===== config.mk =====
export PLATFORM = sky130hd
export DESIGN_NAME = lock_ctrl_flat
export DESIGN_NICKNAME = d
export VERILOG_FILES = /design/src/rtl/lock_ctrl_if.sv /design/src/rtl/lock_ctrl.sv /design/src/flat_wrapper.sv
export SDC_FILE = /design/constraint.sdc
export NUM_CORES = 1
export LEC_CHECK = 0
export BUFFER_PORTS_ARGS = -buffer_cell sky130_fd_sc_hd__buf_4
export CAP_MARGIN = 20
export CELL_PAD_IN_SITES_DETAIL_PLACEMENT = 1
export CELL_PAD_IN_SITES_GLOBAL_PLACEMENT = 2
export CORE_MARGIN = 4
export CORE_UTILIZATION = 30
export DETAILED_ROUTE_END_ITERATION = 6
export GPL_TIMING_DRIVEN = 0
export PLACE_DENSITY_LB_ADDON = 0.12
export REMOVE_ABC_BUFFERS = 1
export SLEW_MARGIN = 20
export SYNTH_ARGS = -nofsm -noshare
export SYNTH_HDL_FRONTEND = slang
export SYNTH_SLANG_ARGS = --single-unit

===== constraint.sdc =====
create_clock -name clk -period 2.28 [get_ports clk]
set_input_delay 0.456 -clock clk [delete_from_list [all_inputs] [get_ports clk]]
set_output_delay 0.456 -clock clk [all_outputs]
set_load 0.01 [all_outputs]

===== src/rtl/lock_ctrl_if.sv =====
// Keypad-lock bus: key strobes and timeout in, state and display data out.
interface lock_ctrl_if;
  logic        key_valid;
  logic [3:0]  key_code;
  logic        timeout;
  logic [1:0]  state;
  logic        unlock;
  logic        alarm;
  logic [15:0] entry;
  logic [2:0]  digit_cnt;
  logic [1:0]  err_cnt;

  modport master (
    output key_valid, key_code, timeout,
    input  state, unlock, alarm, entry, digit_cnt, err_cnt
  );

  modport slave (
    input  key_valid, key_code, timeout,
    output state, unlock, alarm, entry, digit_cnt, err_cnt
  );
endinterface


===== src/rtl/lock_ctrl.sv =====
// Keypad lock sequencer: collects BCD digits, checks them against the stored
// password, counts failures into ALARM and leaves ALARM on the delay timer's timeout.
module lock_ctrl #(
  parameter int          DIGITS      = 4,
  parameter int          MAX_TRIES   = 3,
  parameter logic [15:0] DEFAULT_PWD = 16'h1234
) (
  input  logic       clk,
  input  logic       rst_n,
  lock_ctrl_if.slave bus
);

  typedef enum logic [1:0] {
    S_IDLE  = 2'b00,
    S_INPUT = 2'b01,
    S_OPEN  = 2'b10,
    S_ALARM = 2'b11
  } state_e;

  localparam logic [3:0]  K_CONFIRM = 4'hA;
  localparam logic [3:0]  K_CLEAR   = 4'hB;
  localparam logic [3:0]  K_SETPWD  = 4'hC;
  localparam logic [2:0]  DIG_N     = 3'(DIGITS);
  localparam logic [2:0]  TRIES_N   = 3'(MAX_TRIES);
  localparam logic [15:0] MASK      = 16'((32'h1 << (4 * DIGITS)) - 32'h1);

  state_e      state_q, state_d;
  logic [15:0] entry_q, entry_d;
  logic [2:0]  digit_cnt_q, digit_cnt_d;
  logic [1:0]  err_cnt_q, err_cnt_d;
  logic [15:0] pwd_q, pwd_d;
  logic        set_mode_q, set_mode_d;
  logic [2:0]  to_sync_q;

  logic        to_pulse;
  logic        is_digit;
  logic        full;
  logic        match;
  logic        last_try;
  logic [15:0] entry_shift;

  // Two sync flops plus one history flop; the pulse is seen 2 edges after the rise
  // and acted on at the 3rd.
  assign to_pulse    = to_sync_q[1] & ~to_sync_q[2];
  assign is_digit    = (bus.key_code <= 4'd9);
  assign full        = (digit_cnt_q == DIG_N);
  assign match       = ((entry_q & MASK) == (pwd_q & MASK));
  assign last_try    = (({1'b0, err_cnt_q} + 3'd1) == TRIES_N);
  assign entry_shift = {entry_q[11:0], bus.key_code} & MASK;

  always_ff @(posedge clk or negedge rst_n) begin
    if (!rst_n) begin
      state_q     <= S_IDLE;
      entry_q     <= '0;
      digit_cnt_q <= '0;
      err_cnt_q   <= '0;
      pwd_q       <= DEFAULT_PWD & MASK;
      set_mode_q  <= 1'b0;
      to_sync_q   <= '0;
    end else begin
      state_q     <= state_d;
      entry_q     <= entry_d;
      digit_cnt_q <= digit_cnt_d;
      err_cnt_q   <= err_cnt_d;
      pwd_q       <= pwd_d;
      set_mode_q  <= set_mode_d;
      to_sync_q   <= {to_sync_q[1:0], bus.timeout};
    end
  end

  always_comb begin
    state_d     = state_q;
    entry_d     = entry_q;
    digit_cnt_d = digit_cnt_q;
    err_cnt_d   = err_cnt_q;
    pwd_d       = pwd_q;
    set_mode_d  = set_mode_q;
    unique case (state_q)
      S_IDLE: begin
        if (bus.key_valid && is_digit) begin
          state_d     = S_INPUT;
          entry_d     = {12'h000, bus.key_code} & MASK;
          digit_cnt_d = 3'd1;
        end
      end
      S_INPUT: begin
        if (bus.key_valid) begin
          if (is_digit) begin
            if (!full) begin
              entry_d     = entry_shift;
              digit_cnt_d = digit_cnt_q + 3'd1;
            end
          end else if (bus.key_code == K_CLEAR) begin
            entry_d     = '0;
            digit_cnt_d = '0;
            state_d     = S_IDLE;
          end else if (bus.key_code == K_CONFIRM) begin
            entry_d     = '0;
            digit_cnt_d = '0;
            if (full && match) begin
              state_d   = S_OPEN;
              err_cnt_d = '0;
            end else if (last_try) begin
              state_d   = S_ALARM;
              err_cnt_d = '0;
            end else begin
              state_d   = S_IDLE;
              err_cnt_d = err_cnt_q + 2'd1;
            end
          end
        end
      end
      S_OPEN: begin
        if (bus.key_valid) begin
          if (is_digit) begin
            if (!full) begin
              entry_d     = entry_shift;
              digit_cnt_d = digit_cnt_q + 3'd1;
            end
          end else if (bus.key_code == K_SETPWD) begin
            set_mode_d  = 1'b1;
            entry_d     = '0;
            digit_cnt_d = '0;
          end else if (bus.key_code == K_CONFIRM && set_mode_q) begin
            // A short entry keeps set_mode so the user can simply retype.
            if (full) begin
              pwd_d      = entry_q & MASK;
              set_mode_d = 1'b0;
            end
            entry_d     = '0;
            digit_cnt_d = '0;
          end else if (bus.key_code == K_CLEAR) begin
            set_mode_d  = 1'b0;
            entry_d     = '0;
            digit_cnt_d = '0;
            state_d     = S_IDLE;
          end
        end
      end
      S_ALARM: begin
        if (to_pulse) begin
          state_d     = S_IDLE;
          entry_d     = '0;
          digit_cnt_d = '0;
          err_cnt_d   = '0;
        end
      end
      default: state_d = S_IDLE;
    endcase
  end

  always_comb begin
    bus.state     = state_q;
    bus.unlock    = (state_q == S_OPEN);
    bus.alarm     = (state_q == S_ALARM);
    bus.entry     = entry_q;
    bus.digit_cnt = digit_cnt_q;
    bus.err_cnt   = err_cnt_q;
  end

endmodule


===== src/flat_wrapper.sv =====
// flat-port wrapper written by rule: the top's interface ports become plain ports
module lock_ctrl_flat 
#(
  parameter int          DIGITS      = 4,
  parameter int          MAX_TRIES   = 3,
  parameter logic [15:0] DEFAULT_PWD = 16'h1234
)
  (clk, rst_n, bus_key_valid, bus_key_code, bus_timeout, bus_state, bus_unlock, bus_alarm, bus_entry, bus_digit_cnt, bus_err_cnt);
  lock_ctrl_if bus_i ();
  input  logic clk;
  input  logic rst_n;
  input wire logic [$bits(bus_i.key_valid)-1:0] bus_key_valid;
  input wire logic [$bits(bus_i.key_code)-1:0] bus_key_code;
  input wire logic [$bits(bus_i.timeout)-1:0] bus_timeout;
  output wire logic [$bits(bus_i.state)-1:0] bus_state;
  output wire logic [$bits(bus_i.unlock)-1:0] bus_unlock;
  output wire logic [$bits(bus_i.alarm)-1:0] bus_alarm;
  output wire logic [$bits(bus_i.entry)-1:0] bus_entry;
  output wire logic [$bits(bus_i.digit_cnt)-1:0] bus_digit_cnt;
  output wire logic [$bits(bus_i.err_cnt)-1:0] bus_err_cnt;
  assign bus_i.key_valid = bus_key_valid;
  assign bus_i.key_code = bus_key_code;
  assign bus_i.timeout = bus_timeout;
  assign bus_state = bus_i.state;
  assign bus_unlock = bus_i.unlock;
  assign bus_alarm = bus_i.alarm;
  assign bus_entry = bus_i.entry;
  assign bus_digit_cnt = bus_i.digit_cnt;
  assign bus_err_cnt = bus_i.err_cnt;
  lock_ctrl #(.DIGITS(DIGITS), .MAX_TRIES(MAX_TRIES), .DEFAULT_PWD(DEFAULT_PWD)) u_core (.clk(clk), .rst_n(rst_n), .bus(bus_i));
endmodule

; Word-level counts from Yosys, hierarchy flattened
; Cells that the tools add are included.
[classes]
n_bitwise = 4
n_reduce_logical = 11
mux = 51
eq_ne = 24
add_sub_neg = 3
n_lt_le_gt_ge = 1
[op_table]
columns = operator, count
row1 = 16-bit 2-to-1 mux, 12
row2 = 16-bit one-hot mux with 4 select lines, 1
row3 = 2-bit 2-to-1 mux, 19
row4 = 3-bit 2-to-1 mux, 12
row5 = 6-bit AND reduction, 3
row6 = 16-bit == test, 1
row7 = "2-bit inequality test, second input constant", 7
row8 = "4-bit == test, second input constant", 3
row9 = 3-bit one-hot mux with 4 select lines, 1
row10 = 10-bit AND reduction, 1
row11 = "2-bit by 1-bit inequality test with 1-bit output, second input constant", 4
row12 = 2-bit one-hot mux with 4 select lines, 1
row13 = "3-bit by 1-bit inequality test with 1-bit output, second input constant", 2
row14 = "5-bit by 1-bit inequality test with 1-bit output, second input constant", 1
row15 = 5-bit AND reduction, 1
row16 = "2-bit == test, second input constant", 2
row17 = "4-bit less-or-equal comparator, second input constant", 1
row18 = 1-bit 2-to-1 mux, 4
row19 = "4-bit by 1-bit inequality test with 1-bit output, second input constant", 1
row20 = 2-bit one-hot mux with 2 select lines, 1
row21 = "2-bit by 1-bit adder with 3-bit output, second input constant", 1
row22 = "3-bit by 1-bit adder with 3-bit output, second input constant", 1
row23 = "3-bit by 2-bit == test with 1-bit output, second input constant", 1
row24 = "3-bit == test, second input constant", 1
row25 = 8 further kinds, 12
[totals]
reg_bits = 43
wordCells = 101
in_bits = 8

; Longest topological paths before layout
; Gate-level depths: netlist (run 1).
[depth]
ltp_word = 9
ltp_mapped = 8

; Worst setup path after synthesis (run 1)
; Ideal clock, no wire load.
[synth_path]
path_type = register to register
start = register u_core.state_q[0] (netlist: u_core.bus.state[0])
end = register u_core.entry_q[11] (netlist: u_core.bus.entry[11])
required_time_ns = 2.123
stages_incl_launch_ff = 9
period_less_slack_ns = 2.410
arrival_ns = 2.253
slack_ns = -0.130
path_cell_list = dfrtp_1 -> inv_1 -> ha_1 -> or3_1 -> a222oi_1 -> o311ai_1 -> clkbuf_1 -> nand2_1 -> o21ai_0
[synth_between]
elab_chain_len = 3
[synth_lines]
columns = item, line
row1 = "start, declared", lock_ctrl.sv:27  ; state_e state_q, state_d;
row2 = "start signal, assigned", lock_ctrl.sv:61  ; state_q <= state_d;
row3 = 2-bit == test (*), --
row4 = net bus_unlock, flat_wrapper.sv:16  ; output wire logic [$bits(bus_i.unlock)-1:0] bus_unlock;
row5 = 5-bit by 1-bit inequality test with 1-bit output (no source line) or 2-bit inequality test (tied branches), --
row6 = 6-bit AND reduction (no source line), --
row7 = "end signal, assigned", lock_ctrl.sv:62  ; entry_q <= entry_d;
row8 = "end, declared", lock_ctrl.sv:28  ; logic [15:0] entry_q, entry_d;
; Mark *: on every way through the listed nets, which the timed path passes. The rest lies on a longest branch.
; A chain may end at the register's enable or synchronous reset.

; Final worst setup path (run 1)
[layout_path]
start = register u_core.state_q[1] (netlist: u_core.bus.state[1])
end = register u_core.state_q[0] (netlist: u_core.bus.state[0])
[layout_between]
elab_chain_len = 3
[layout_lines]
columns = item, line
row1 = 2-bit by 1-bit == test with 1-bit output (tied with other cells), lock_ctrl.sv:78  ; unique case (state_q)
row2 = 3-bit by 1-bit inequality test with 1-bit output (no source line) (tied with other cells), --
row3 = 10-bit AND reduction (no source line), --
; Several ways; a longest one is shown, not always the timed one.

==> flow_metrics.py, run 1 <==
metrics = {
    "critical_path": {
        "critPathKind": "reg2reg",
        "crit_path_start_kind": "register",
        "critPathMaxFanout": 4,
        "cp.arrival_ps": 2550,
        "r2r_start": "u_core.bus.state[1]",
        "rrSetupSlack_ps": -50,
        "reg2reg_to": "u_core.bus.state[0]",
        "end_kind": "register",
        "required_ps": 2490,
        "worst_r2r_path_depth": 8,
    },
    "route": {
        "ant_nets": 0,
        "wl_met1_um": 2760,
        "wl_per_cell_um": 15.3,
        "dr.first_iter.drc_count": 26,
        "via_count": 1663,
        "vias_per_cell": 4.68,
        "wl_met3_um": 135,
        "highest_layer": "met4",
        "drc_errors": 0,
        "met2_wirelength_um": 2520,
        "drtPass1Iterations": 4,
        "routed_wl_um": 5450,
    },
    "synth": {
        "ys_top_cells_by_area": "dfrtp_1 (44%), mux2_2 (9.0%), dfstp_2 (6.1%)",
        "synth_area_leader_cell": "dfrtp_1",
        "yosysWarnings": 0,
        "netlist_area_mm2": 0.00214,
        "synth.distinct_cells": 32,
        "syn_avg_cell_area_um2": 10.2,
        "yosysTopAreaCellShare_pct": 44.5,
        "seq_area_frac_synth_pct": 50.6,
        "ys_seq_elements": 43,
        "syn_inst": 209,
    },
    "grt": {
        "grt_antenna_before_repair": 0,
        "grt_first_pass_wirelength_um": 9000,
        "overflow": 0,
        "grt_pass1_vias": 1778,
        "grtUsageTotal_pct": 13.4,
        "grt_start_max_net_pins": 44,
    },
    "floorplanning": {
        "start_util_pct": 31.1,
        "num_io_pins": 33,
        "rows": 30,
        "die_w_um": 92.4,
        "fp.dieH_um": 92.4,
        "core-area_mm2": 0.00687,
        "dieArea_mm2": 0.00854,
    },
    "run": {
        "max-cap-violations": 0,
    },
    "finish": {
        "n_fill_cell": 784,
        "area_delta_synth_final_pct": 30.3,
        "final_cell_mix": "buf_4 (44), dfrtp_1 (36), nand2_1 (32)",
        "layout_commonest_cell": "buf_4",
        "fin_util_pct": 40.5,
        "nNetsFinal": 273,
        "stdcell_count": 355,
        "antennaDiodeCount": 0,
        "design_area_mm2": 0.00279,
        "drive_gt1_share_pct": 35.5,
    },
    "sta": {
        "finalCritPeriodShare_pct": 102,
        "finalSetupViolations": 1,
        "finClkSkew_ps": 8.96,
        "finalHoldViolCount": 0,
        "rsz0062_at_grt": "true",
        "max_clock_freq_mhz": 429,
        "finalSetupTns_ps": -52.5,
        "relSlewSlack_pct": 62.4,
        "finalMaxSlewViolations": 0,
        "worst_slack_ps": -52.5,
        "fin_crit_ps": 2330,
        "tightest_slew_ps": 565,
        "whs_ps": 143,
    },
    "clocking": {
        "cts_max_level": 2,
        "cts.path.max_buffers": 2,
        "cts_hold_buffers": 0,
        "cts_tree": "built",
        "clk_latency_ps": 290,
        "cts_sinks": 43,
        "path_clk_slew_ps": 90,
        "root_buffer": "clkbuf_8",
        "cts-buffers-inserted": 5,
    },
    "placed_design": {
        "routabilityCongestion": 0.723,
        "io_buffers": 32,
        "placedCellCount": 332,
        "placed_area_mm2": 0.00250,
        "dp_hpwl_um": 3550,
        "place_ws_ps": -502,
    },
    "run_status": {
        "violations": "negative setup slack",
        "status": "finished, violations left",
    },
    "power": {
        "p_per_area_mw_per_mm2": 961,
        "p_total_mw": 2.68,
        "ir_worst_vdd_v": 0.000397,
        "power_leakage_nw": 1.33,
    },
    "hold_path": {
        "hp-class": "in2async",
    },
}
[registers in the layout (all words and copies together), names as in the netlist]
name / flops
u_core.bus.digit_cnt: 3
u_core.bus.state: 2
u_core.set_mode_q: 1
u_core.to_sync_q: 3
u_core.bus.err_cnt: 2
u_core.bus.entry: 16
u_core.pwd_q: 16
[power by group]
group	internal [mW]	switching, mW
Combinational	0.552	0.613
Clock	0.215	0.271
Sequential	0.868	0.157
Total	1.64	1.04
[per-layer routing]
metal / up-vias / GRT usage, %
met5: - / 0
met4: 0 / 4.21
met3: 2 / 3.09
met2: 18 / 20.6
met1: 820 / 18.8
li1: 823 / -
[cell usage after synthesis]
master,n
a21oi_1,7
a222oi_1,1
a22o_1,1
and2_1,2
clkbuf_1,6
dfrtp_1,38
dfstp_2,5
ha_1,7
inv_1,9
mux2_2,17
nand2_1,34
nand2b_1,5
nand3_1,5
nand3b_1,2
nand4_1,2
nor2_1,8
nor2b_1,1
nor3_1,3
nor4_1,3
nor4bb_1,1
o211ai_1,1
o21a_1,2
o21ai_0,19
o21ai_1,1
o22ai_1,2
o311ai_1,1
o31ai_1,7
o41ai_1,1
or3_1,1
or4b_1,1
xnor2_1,2
xor2_1,14
[repair_timing]
| item | in CTS | in global routing |
|---|---|---|
| endpoints found under the hold margin | 0 | 0 |
| buffers inserted | 7 | 6 |
| resized for setup | 13 | 19 |
| gates cloned | 1 | 1 |
| pin swaps | 1 | 2 |
| setup endpoints to repair | 37 | 21 |
[worst max path at each step]
| stage | from | end | slack (ps) | cells past startpoint |
|---|---|---|---|---|
| floorplan | u_core.bus.state[0] | u_core.bus.digit_cnt[1] | -1190 | 6 |
| global placement | u_core.bus.state[0] | u_core.bus.entry[9] | -2570 | 6 |
| detailed placement | u_core.bus.state[1] | u_core.bus.entry[12] | -500 | 8 |
| CTS | u_core.bus.state[1] | u_core.bus.state[0] | -40 | 8 |
| global route | u_core.bus.state[1] | u_core.bus.state[0] | -110 | 8 |
| finish | u_core.bus.state[1] | u_core.bus.state[0] | -50 | 8 |
[cells by family after synthesis]
group / share of synthesized area (%)
flops: 50.6
mux: 8.96
compound gates: 12.1
xor+xnor: 6.56
simple gates: 15.0
fa+ha+maj: 4.10
buf+inv: 2.63
[cell type report]
cell class	count	area (um^2)	share of cell area (%)
clock buffers	6	72.6	2.61
clock inverters	2	12.5	0.449
inverters	9	38.8	1.39
multi-input cells	151	1080	38.8
flip-flops and latches	43	1080	38.9
well taps	96	120	4.31
repair buffers	48	375	13.5
[worst max-delay path: stages (launching register included)]
cell      delay [ps]
dfrtp_2          450
inv_4             60
ha_4             150
or3_1            380
a222oi_1         290
buf_4            170
and2_4           140
or4b_1           450
o21ai_1          160
No activity file was read; power rests on OpenSTA's default activity.
==> inputs of run 2 (changes only) <==
--- a/config.mk
+++ b/config.mk
@@ -14,7 +14,6 @@
 export DETAILED_ROUTE_END_ITERATION = 6
 export GPL_TIMING_DRIVEN = 0
 export PLACE_DENSITY_LB_ADDON = 0.12
-export REMOVE_ABC_BUFFERS = 1
 export SLEW_MARGIN = 20
 export SYNTH_ARGS = -nofsm -noshare
 export SYNTH_HDL_FRONTEND = slang
==> run 2 against run 1 <==
  * The flow still finishes with violations (negative setup slack)
  * Wire length fell by 0.29%
  * Sequential share of layout area increased by 0.84 points
  * Count of clock-buffer cells in the layout rose by 1
  * Critical path depth is the same
  * Final cell count fell by 1.4%
  * Power down 2.3%
==> flow_metrics.py, run 2 (synthesis results as in run 1) <==
metrics = {
    "run_status": {
        "status": "finished, violations left",
        "violations": "negative setup slack",
    },
    "route": {
        "dr.first_iter.drc_count": 38,
        "vias_per_cell": 4.77,
        "wl_per_cell_um": 15.5,
        "drtPass1Iterations": 4,
        "via_count": 1668,
        "ant_nets": 0,
        "drc_errors": 0,
        "routed_wl_um": 5430,
    },
    "critical_path": {
        "r2r_start": "u_core.bus.state[0]",
        "cp.arrival_ps": 2530,
        "critPathKind": "reg2reg",
        "crit_path_start_kind": "register",
        "end_kind": "register",
        "worst_r2r_path_depth": 8,
        "reg2reg_to": "u_core.bus.state[0]",
        "critPathMaxFanout": 6,
        "required_ps": 2510,
        "rrSetupSlack_ps": -30,
    },
    "power": {
        "p_seq_share_pct": 38.9,
        "p_sw_share_pct": 38.0,
        "ir_worst_vdd_v": 0.000332,
        "p_per_area_mw_per_mm2": 959,
        "power_leakage_nw": 1.30,
        "pwr-share-clk_pct": 20.8,
        "p_sw_uw": 993,
        "power.share.combinational_pct": 40.2,
        "internal-power_mw": 1.62,
    },
    "placed_design": {
        "dp_hpwl_um": 3930,
        "place_ws_ps": -443,
        "io_buffers": 31,
        "routabilityCongestion": 0.662,
        "placed_area_mm2": 0.00253,
    },
    "synth": {
        "syn-num-nets": 224,
    },
    "finish": {
        "area_delta_synth_final_pct": 27.6,
        "layout_commonest_cell": "buf_4",
        "nNetsFinal": 268,
        "final_cell_mix": "buf_4 (37), dfrtp_1 (36), nand2_1 (34)",
        "fin_util_pct": 39.7,
        "ff_latch_area_mm2": 0.00108,
        "antennaDiodeCount": 0,
        "multi_input_area_mm2": 0.00106,
        "drive_gt1_share_pct": 32.7,
        "n_fill_cell": 799,
        "design_area_mm2": 0.00273,
    },
    "floorplanning": {
        "core-area_mm2": 0.00687,
        "die_w_um": 92.4,
        "rows": 30,
        "start_util_pct": 31.1,
        "num_io_pins": 33,
        "dieArea_mm2": 0.00854,
        "fp.dieH_um": 92.4,
    },
    "clocking": {
        "clk_latency_ps": 290,
        "cts_tree": "built",
        "path_clk_slew_ps": 80,
        "root_buffer": "clkbuf_8",
        "cts.path.max_buffers": 2,
        "cts_hold_buffers": 0,
        "cts_max_level": 2,
        "cts-buffers-inserted": 5,
        "cts_sinks": 43,
    },
    "grt": {
        "overflow": 0,
        "grt_start_max_net_pins": 44,
        "grt_pass1_vias": 1731,
        "grtUsageTotal_pct": 13.6,
        "grt_first_pass_wirelength_um": 9120,
        "grt_antenna_before_repair": 0,
    },
    "run": {
        "max-cap-violations": 0,
    },
    "sta": {
        "worst_slack_ps": -27.1,
        "tightest_slew_ps": 563,
        "finalMaxSlewViolations": 0,
        "rsz0062_at_grt": "true",
        "fin_crit_ps": 2310,
        "finalHoldViolCount": 0,
        "finClkSkew_ps": 2.96,
        "max_clock_freq_mhz": 433,
        "finalSetupViolations": 1,
        "finalSetupTns_ps": -27.1,
        "finalCritPeriodShare_pct": 101,
        "relSlewSlack_pct": 62.5,
    },
    "hold_path": {
        "hp-class": "in2async",
    },
}
-- run 2: stage by stage --
step | power, mW | cells | hold slack (ps)
after global routing | 2.82 | 350 | 191
after CTS | 2.62 | 349 | 164
after detailed placement | 1.99 | 336 | 336
after global placement | 1.98 | 336 | 339
after floorplan | 1.58 | 209 | 160
final | 2.62 | 350 | 153
-- run 2: what timing repair did --
| item | CTS | global route |
|---|---|---|
| gates resized for setup | 5 | 16 |
| setup buffers | 5 | 1 |
| setup endpoints to repair | 31 | 31 |
| pin swaps | 1 | 0 |
| cloned | 0 | 0 |
-- run 2: worst max-delay path by stage --
stage                        startpoint                   end  slack [ps]  cells after the start
floorplan           u_core.bus.state[1]   u_core.bus.state[0]         -70                      7
global placement    u_core.bus.state[1]  u_core.bus.entry[14]        -440                      7
detailed placement  u_core.bus.state[1]  u_core.bus.entry[14]        -440                      7
CTS                 u_core.bus.state[0]       u_core.pwd_q[0]          10                      7
global route        u_core.bus.state[1]   u_core.bus.state[0]        -120                      8
finish              u_core.bus.state[0]   u_core.bus.state[0]         -30                      8
-- run 2: power by group through the flow --
stage	registers, mW	logic, mW	clock network [mW]
final	1.02	1.05	0.544
after global routing	1.04	1.18	0.598
after CTS	1.02	1.03	0.570
after detailed placement	1.04	0.948	0
after global placement	1.04	0.947	0
after floorplan	1.04	0.543	0
-- run 2: metal layers --
metal  global-route usage, %  routed length, um  vias up  part of all wire, %
met5                       0                  0        -                    0
met4                    4.46                 74        0                  1.4
met3                    2.68                154        5                  2.8
met2                    23.2               2650       25                   49
met1                    17.3               2550      820                   47
li1                        -                  -      818                    -
-- run 2: area by class of cell --
cell class / count / area share, %
Inverter: 9 / 1.33
Sequential cell: 43 / 39.8
Timing Repair Buffer: 37 / 10.2
Buffer: 6 / 1.74
Clock buffer: 7 / 3.53
Tap cell: 96 / 4.41
Multi-Input combinational cell: 151 / 38.7
Clock inverter: 1 / 0.275
-- run 2: critical path, cell delays in order, from the launching register on --
cell and delay, ps:
dfrtp_2 410, inv_2 80, ha_4 180, or3_1 340, a222oi_1 290, buf_4 200, and2_4 160, or4b_4 460
o21ai_2 110
